--- src/rtl/mdu_ctrl.sv ---
// mdu_ctrl: HI/LO sequencer driving a fixed-latency multiplier and a restoring divider.
// The optional MADD/MADDU/MSUB/MSUBU accumulate ops are enabled by defining MDU_MADD_EN.
module mdu_ctrl #(
  parameter int MUL_CYCLES = 3,
  parameter int DIV_ITERS  = 32
) (
  input  logic        clk,
  input  logic        rst,
  input  logic        start,
  input  logic [3:0]  op,
  input  logic [31:0] src_a,
  input  logic [31:0] src_b,
  input  logic [31:0] hi_i,
  input  logic [31:0] lo_i,
  input  logic        flush,
  output logic        stall_o,
  output logic [1:0]  wconfig_o,
  output logic        res_valid_o,
  output logic [31:0] hi_o,
  output logic [31:0] lo_o
);
  localparam int CW = $clog2(((DIV_ITERS > MUL_CYCLES) ? DIV_ITERS : MUL_CYCLES) + 1);
  localparam logic [CW-1:0] MUL_LAST = CW'(MUL_CYCLES - 1);
  localparam logic [CW-1:0] DIV_LAST = CW'(DIV_ITERS - 1);
  typedef enum logic [1:0] {IDLE, MUL, DIV, DONE} state_t;
  state_t r_state, w_nxt;
  logic [CW-1:0] r_cnt;
  logic [31:0] r_a, r_b, r_quo, r_rem, r_hi, r_lo;
  logic [1:0]  r_acc, r_wcfg;
  logic        r_sgn, r_neg_q, r_neg_r, r_div0, r_valid;
  logic        w_is_mul, w_is_div, w_msgn, w_dsgn, w_multi, w_ge, w_kill;
  logic [1:0]  w_acc;
  logic [31:0] w_a_mag, w_b_mag, w_rem_nxt, w_quo_nxt, w_q, w_r;
  logic [32:0] w_shift;
  logic [63:0] w_pa, w_pb, w_prod, w_mul_res, w_div_res;
`ifdef MDU_MADD_EN
  assign w_is_mul = op inside {4'd1, 4'd2, 4'd7, 4'd8, 4'd9, 4'd10};
  assign w_msgn   = op inside {4'd1, 4'd7, 4'd9};
  assign w_acc    = {op inside {4'd9, 4'd10}, op inside {4'd7, 4'd8}};
`else
  assign w_is_mul = op inside {4'd1, 4'd2};
  assign w_msgn   = op == 4'd1;
  assign w_acc    = 2'b00;
`endif
  assign w_is_div = op inside {4'd3, 4'd4};
  assign w_dsgn   = op == 4'd3;
  assign w_multi  = w_is_mul | w_is_div;
  assign w_a_mag  = (w_dsgn & src_a[31]) ? -src_a : src_a;
  assign w_b_mag  = (w_dsgn & src_b[31]) ? -src_b : src_b;
  assign w_shift   = {r_rem, r_quo[31]};
  assign w_ge      = w_shift >= {1'b0, r_b};
  assign w_rem_nxt = w_ge ? 32'(w_shift - {1'b0, r_b}) : w_shift[31:0];
  assign w_quo_nxt = {r_quo[30:0], w_ge};
  assign w_q       = r_neg_q ? -w_quo_nxt : w_quo_nxt;
  assign w_r       = r_neg_r ? -w_rem_nxt : w_rem_nxt;
  assign w_div_res = r_div0 ? {r_a, 32'hFFFF_FFFF} : {w_r, w_q};
  assign w_pa      = {{32{r_sgn & r_a[31]}}, r_a};
  assign w_pb      = {{32{r_sgn & r_b[31]}}, r_b};
  assign w_prod    = w_pa * w_pb;
  assign w_mul_res = r_acc[1] ? {hi_i, lo_i} - w_prod : r_acc[0] ? {hi_i, lo_i} + w_prod : w_prod;
  // State register
  always_ff @(posedge clk) begin
    if (!rst) r_state <= IDLE;
    else r_state <= w_nxt;
  end
  // Next-state decode; flush always returns to IDLE
  always_comb begin
    w_nxt = flush ? IDLE :
            r_state == IDLE ? (start ? (w_is_mul ? MUL : w_is_div ? DIV : IDLE) : IDLE) :
            r_state == MUL  ? (r_cnt == MUL_LAST ? DONE : MUL) :
            r_state == DIV  ? (r_cnt == DIV_LAST ? DONE : DIV) : IDLE;
  end
  // Outputs: stall is combinational, write pulses are registered but masked by a flush in DONE
  always_comb begin
    stall_o     = (r_state == IDLE & start & w_multi & ~flush) | r_state == MUL | r_state == DIV;
    w_kill      = flush & r_state == DONE;
    wconfig_o   = w_kill ? 2'b00 : r_wcfg;
    res_valid_o = r_valid & ~w_kill;
    hi_o        = r_hi;
    lo_o        = r_lo;
  end
  // Operand capture, iteration counter, divider step and result/write-pulse registers
  always_ff @(posedge clk) begin
    if (!rst) begin
      r_cnt   <= '0;
      r_a     <= '0;
      r_b     <= '0;
      r_quo   <= '0;
      r_rem   <= '0;
      r_hi    <= '0;
      r_lo    <= '0;
      r_acc   <= '0;
      r_wcfg  <= '0;
      r_sgn   <= 1'b0;
      r_neg_q <= 1'b0;
      r_neg_r <= 1'b0;
      r_div0  <= 1'b0;
      r_valid <= 1'b0;
    end else begin
      r_wcfg  <= 2'b00;
      r_valid <= 1'b0;
      if (flush) begin
        r_cnt <= '0;
      end else if (r_state == IDLE && start) begin
        if (w_multi) begin
          r_cnt   <= '0;
          r_a     <= src_a;
          r_b     <= w_is_div ? w_b_mag : src_b;
          r_quo   <= w_a_mag;
          r_rem   <= '0;
          r_sgn   <= w_msgn;
          r_acc   <= w_acc;
          r_neg_q <= w_dsgn & (src_a[31] ^ src_b[31]);
          r_neg_r <= w_dsgn & src_a[31];
          r_div0  <= src_b == '0;
        end
        if (op == 4'd5) begin
          r_wcfg <= 2'b10;
          r_hi   <= src_a;
        end
        if (op == 4'd6) begin
          r_wcfg <= 2'b01;
          r_lo   <= src_a;
        end
      end else if (r_state == MUL) begin
        r_cnt <= r_cnt == MUL_LAST ? '0 : r_cnt + CW'(1);
        if (r_cnt == MUL_LAST) begin
          {r_hi, r_lo} <= w_mul_res;
          r_wcfg       <= 2'b11;
          r_valid      <= 1'b1;
        end
      end else if (r_state == DIV) begin
        r_cnt <= r_cnt == DIV_LAST ? '0 : r_cnt + CW'(1);
        r_rem <= w_rem_nxt;
        r_quo <= w_quo_nxt;
        if (r_cnt == DIV_LAST) begin
          {r_hi, r_lo} <= w_div_res;
          r_wcfg       <= 2'b11;
          r_valid      <= 1'b1;
        end
      end
    end
  end
endmodule

--- config.mk ---
export PLATFORM = sky130hd
export DESIGN_NAME = mdu_ctrl
export DESIGN_NICKNAME = d
export VERILOG_FILES = /design/src/rtl/mdu_ctrl.sv
export SDC_FILE = /design/constraint.sdc
export NUM_CORES = 2
export LEC_CHECK = 0
export BUFFER_PORTS_ARGS = -buffer_cell sky130_fd_sc_hd__buf_2
export CAP_MARGIN = 20
export CELL_PAD_IN_SITES_DETAIL_PLACEMENT = 0
export CELL_PAD_IN_SITES_GLOBAL_PLACEMENT = 1
export CORE_MARGIN = 2
export CORE_UTILIZATION = 40
export CTS_CLUSTER_SIZE = 14
export DETAILED_ROUTE_END_ITERATION = 10
export GPL_TIMING_DRIVEN = 0
export PLACE_DENSITY = 0.78
export SLEW_MARGIN = 20
export SYNTH_ARGS = -nofsm -noshare
export SYNTH_HDL_FRONTEND = slang
export SYNTH_SLANG_ARGS = --single-unit
--- constraint.sdc ---
create_clock -name clk -period 16.3 [get_ports clk]
set_clock_uncertainty 0.1 [all_clocks]
set_input_delay 3.26 -clock clk [delete_from_list [all_inputs] [get_ports clk]]
set_output_delay 3.26 -clock clk [all_outputs]
set_load 0.02 [all_outputs]
Yosys cells after proc, flatten, opt, wreduce, memory -nomap -nowiden
Cells that the tools add are included.

Reduce and logical (&&, ||, !) cells: 15. $add $sub $neg: 6. Bitwise gates (word level): 17. Magnitude comparators: 1. Eq/ne operators: 16. Multiplexer cells: 53. $mul: 1.

Operator list (count): two-way mux 32 bit (26); negator 32 bit (4); multiplier 33 x 33 -> 64 bit (1); two-way mux 64 bit (1); two-way mux 6 bit (6); >= comparator 33 x 32 -> 1 bit (1); logical NOT 32 bit (1); subtractor 32 bit (1); two-way mux 2 bit (15); == test 4 x 3 -> 1 bit (second input constant) (3); AND 1 bit (10); AND reduction 5 bit (2); == test 4 x 2 -> 1 bit (second input constant) (2); adder 6 x 1 -> 6 bit (second input constant) (1); == test 6 x 2 -> 1 bit (second input constant) (1); == test 6 x 5 -> 1 bit (second input constant) (1); inequality test 2 x 1 -> 1 bit (second input constant) (3); nonzero test 2 bit (3); nonzero test 3 bit (2); two-way mux 1 bit (5); == test 2 bit (second input constant) (2); == test 4 x 1 -> 1 bit (second input constant) (1); AND reduction 4 bit (1); inequality test 3 x 1 -> 1 bit (second input constant) (1); 11 further kinds (15).

Register bits after elaboration: 207. Output and inout port bits: 68. Word-level logic and storage cells: 123.

Logic depth before layout (Yosys ltp)
Word-level depth: 9. Gate-level depth with buffers: 34.

Worst setup path before layout
No wires, ideal clock.

Path type: register to register. Start point: register r_a[31]. End point: register r_hi[30] (netlist: hi_o[30]). Data required time: 16.081 ns. Slack: 8.019 ns. Clock period less this slack: 8.281 ns. Arrival: 8.061 ns. Stages on the path, launching flop included: 32. Library setup time: 0.119 ns. Path through: dfxtp_1 clkbuf_1 and2_1 clkbuf_1 nand2_1 inv_1 fa_1 fa_1 fa_1 fa_1 inv_1 fa_1 inv_1 fa_1 inv_1 fa_1 fa_1 inv_1 ha_1 and3_1 clkbuf_1 nand2_1 inv_1 nand4_1 or3_1 o211ai_1 a221o_1 a21oi_1 mux2i_1 a21oi_1 nor2_1 a21oi_1.

Word-level cells in the longest chain between the ends: 5.

RTL lines: from (decl) (line 28) `logic [31:0] r_a, r_b, r_quo, r_rem, r_hi, r_lo;`; from (signal assigned) (line 107) `r_a <= src_a;`; AND 1 bit (line 57) `assign w_pa = {{32{r_sgn & r_a[31]}}, r_a};`; multiplier 33 x 33 -> 64 bit * (line 59) `assign w_prod = w_pa * w_pb;`; two-way mux 32 bit * (line 127) `if (r_cnt == MUL_LAST) begin`; two-way mux 32 bit * (line 125) `end else if (r_state == MUL) begin`; two-way mux 32 bit * (line 104) `end else if (r_state == IDLE && start) begin`; to (signal assigned) (line 119) `r_hi <= src_a;`; to (signal assigned) (line 128) `{r_hi, r_lo} <= w_mul_res;`; to (signal assigned) (line 137) `{r_hi, r_lo} <= w_div_res;`; to (decl) (line 28).

Mark *: on every way between the ends. The rest lies on a longest branch, timed or not. The select of a mux whose other input is x is not followed. A chain may end at the register's enable or synchronous reset.

Worst setup path in the final report
Start point: register r_b[9]. End point: register r_hi[31] (netlist: hi_o[31]).

Word-level cells in the longest chain between the ends: 9. Elaborated cells between the ends (all ways): 12.

RTL lines: from (decl) (line 28); from (signal assigned) (line 108) `r_b <= w_is_div ? w_b_mag : src_b;`; subtractor 32 bit / >= comparator 33 x 32 -> 1 bit (equally long branches) (line 52, 51); two-way mux 32 bit (line 52) `assign w_rem_nxt = w_ge ? 32'(w_shift - {1'b0, r_b}) : w_shift[31:0];`; negator 32 bit (line 55) `assign w_r = r_neg_r ? -w_rem_nxt : w_rem_nxt;`; two-way mux 32 bit (line 55); two-way mux 64 bit (line 56) `assign w_div_res = r_div0 ? {r_a, 32'hFFFF_FFFF} : {w_r, w_q};`; two-way mux 32 bit (line 136) `if (r_cnt == DIV_LAST) begin`; two-way mux 32 bit (line 132) `end else if (r_state == DIV) begin`; two-way mux 32 bit * (line 125); two-way mux 32 bit * (line 104).

Marks and branches as above.

==> impl_metrics.ini <==
[outcome]
outcome = finished clean

[global_routing]
grt_max_degree = 17
busiest_layer = met2
grt_use_total_pct = 32.6
first_global_vias = 46500
grt_pass1_wl_um = 323000
use_met3_pct = 6.86
gr-total-overflow = 0
grt_use_met2_pct = 48.9
antenna_found_initial = 15
use_met1_pct = 44.1

[hold_path]
hp-start = lo_o[11]$_SDFFE_PN0P_
worstHoldPathCells = 2
holdPathEnd = lo_o[11]$_SDFFE_PN0P_
holdCritPathClass = reg -> reg

[setup_path]
cp.arrival_ns = 12.19
required_ns = 16.70
cp-startpoint = r_b[9]$_SDFFE_PN0P_
end_kind = register
reg2reg_slack_ns = 4.52
worst-path-buf-inv = 10
crit_fanout = 10
ff2ff_path_depth = 31
reg2reg_from = r_b[9]$_SDFFE_PN0P_
startpoint_type = register
critical_path.top_delay_family = adder cells
crit_slowest_cell = fa_1
critPathKind = reg -> reg
crit_path_frequent_cell = fa_1
cpPeakStageDelay_ns = 0.95
r2r_end = hi_o[31]$_SDFFE_PN0P_
cp.depth = 31

[drt]
ant_nets = 0
drt-initial-drc-count = 5211
totalWireLength_um = 219000
viasPerCell = 5.63
wl_per_cell_um = 26.8
drt_first_pass_iters = 6
num_vias = 46000
drc = 0

[clock_network]
ctsResizeCount = 0
cts_hold_buf = 0
cts-buffers-inserted = 27
clk_latency_ns = 0.59
cts_buffer_depth = 3
post_cts_buffers = 0
cts_root_buf = clkbuf_16
htree_levels = 1
cts.sinks = 207
path_clk_slew_ns = 0.06
tritoncts = built

[final_layout]
final_util_pct = 43.3
area_delta_synth_final_pct = 7.50
nNetsFinal = 7905
drive_above_1_share_pct = 4.52

[placed_design]
dp_hpwl_um = 187000
numPortBuffers = 134
place_ws_ns = 4.74
gp_congestion = 1.03

[sta]
maxSlewHeadroom_pct = 17.3
rsz0062_at_grt = no
tightest_slew_ns = 1.24
post-route-period-util_pct = 72.3
period_minus_slack_ns = 11.78
setup_violations = 0
hold_viol = 0
worst_slack_ns = 4.52
maxSlewViolCount = 0
setup_tns_ns = 0
max_freq_mhz = 84.9

[floorplanning]
rows = 133
boundaryPins = 204
core_area_um2 = 131000
die_w_um = 368
fp.dieH_um = 368
dieArea_um2 = 135000
start_util_pct = 40.3

[synth]
synth-main-ff-cell = dfxtp_1
synth.area.top_cells = fa_1 43%, inv_1 8.5%, dfxtp_1 7.8%, nand2_1 6.9%, ha_1 6.0%
yosysWarnings = 0
synth_fp_nets = 7738
post_synth.cell_area_avg_um2 = 8.50
ys_ff_latch = 207
synthArstFlopShare_pct = 0
synth_top_area_cell = fa_1
synth_edf_count = 0
ys_seq_area_share_pct = 7.84
ys_types = 114
synth_cells = 6222
syn_area_um2 = 52900
synth.top_cell.area_share_pct = 42.6

[run]
cap_violations = 0

[pwr]
p_leak_nw = 26.5
powerDensity_nw_per_um2 = 36.2
peakVddDrop_mv = 0.0663
layer usage:
metal / part of all wire (%) / vias up
met1: 40 / 23400
met5: 0.036 / -
li1: - / 19500
met3: 10 / 548
met2: 43 / 2528
met4: 6.6 / 12
layout by cell type (no fill, tap or decap), types with 25 or more instances in the layout:
cell type	synthesis	layout
o211ai_1	34	34
a21oi_1	229	228
dfxtp_1	207	207
clkbuf_1	386	382
clkbuf_16	0	27
a21o_1	35	35
nor2_1	282	282
o211a_1	25	25
o21ai_0	156	156
buf_2	13	147
xor2_1	69	69
nor3_1	54	53
or3_1	28	28
and3_1	50	50
xnor2_1	128	128
a211oi_1	64	64
and2_1	354	354
nand2_1	978	978
a31oi_1	30	30
ha_1	254	254
fa_1	1126	1125
nand3_1	47	47
inv_1	1195	1195
nand2b_1	28	28
a21boi_0	31	31
metrics by stage:
step                instance area [µm²]  hold WS, ns  std cells  total power [mW]
global route                      56800        0.413       8165              2.11
global placement                  55700        0.370       8111              1.35
finish                            56800        0.392       8171              2.06
CTS                               56800        0.389       8164              2.02
detailed placement                55800        0.381       8114              1.34
floorplan                         52900        0.379       6222              1.02
layout make-up:
| class | count | area [µm²] |
|---|---|---|
| Fill cell | 13300 | 74500 |
| Multi-Input combinational cell | 4404 | 42600 |
| Inverter | 1197 | 4490 |
| Sequential cell | 207 | 4140 |
| Tap cell | 1755 | 2200 |
| Buffer | 414 | 1630 |
| Clock buffer | 34 | 742 |
| Timing Repair Buffer | 138 | 728 |
| Clock inverter | 16 | 256 |
| Antenna cell | 6 | 15.0 |
Yosys cell counts (all sizes together) (14+ instances only):
cell type and n:
nor2 283, nand2 980, xnor2 128, o211a 25, or2 16, and3 50
clkbuf 387, nor2b 20, a21o 35, o221ai 18, and2 356, o41ai 14
o31ai 28, a31oi 31, o211ai 35, buf 27, mux2i 25, fa 1126
ha 254, nand4 27, xor2 69, a21oi 231, inv 1195, nand2b 29
dfxtp 207, a21boi 32, nor4 23, nand3 48, o21ai 171, a221oi 24
a211oi 67, or3 29, nor3 54
tightest hold or removal path, cell delays in order (launching register included):
cell and delay, ns:
dfxtp_1 0.32, nand2_1 0.06, a21oi_1 0.06
cell families (layout without fill, tap and decap cells):
family	after synthesis	in the layout	share of synthesized area, %
AOI/OAI and AO/OA	837	837	10.8
muxes	30	30	0.601
DFF	207	207	7.84
adders and majority gates	1380	1380	48.7
buffers and inverters	1611	1799	11.6
other	0	6	0
and+or+nand+nor	1960	1960	17.3
xor gates and xnor gates	197	197	3.26
sequential cells by signal (all words and copies together), names as in the netlist:
signal   count
r_a         32
r_cnt        6
r_sgn        1
r_quo       32
r_neg_r      1
r_b         32
hi_o        32
lo_o        32
r_state      2
r_rem       32
r_neg_q      1
r_wcfg       2
r_div0       1
r_valid      1
power by group:
part	switching, mW	internal [mW]	leakage, nW	total [mW]
Combinational	0.586	0.237	24.3	0.823
Clock	0.269	0.419	0.484	0.688
Sequential	0.0244	0.522	1.68	0.547
Total	0.880	1.18	26.5	2.06
worst max path at each step:
stage / endpoint / slack (ns)
floorplan: hi_o[30]$_SDFFE_PN0P_ / 8.02
global placement: hi_o[31]$_SDFFE_PN0P_ / 4.72
detailed placement: hi_o[31]$_SDFFE_PN0P_ / 4.74
CTS: hi_o[31]$_SDFFE_PN0P_ / 4.68
global route: hi_o[31]$_SDFFE_PN0P_ / 4.19
finish: hi_o[31]$_SDFFE_PN0P_ / 4.52
Power figures use the tool's default switching activity.
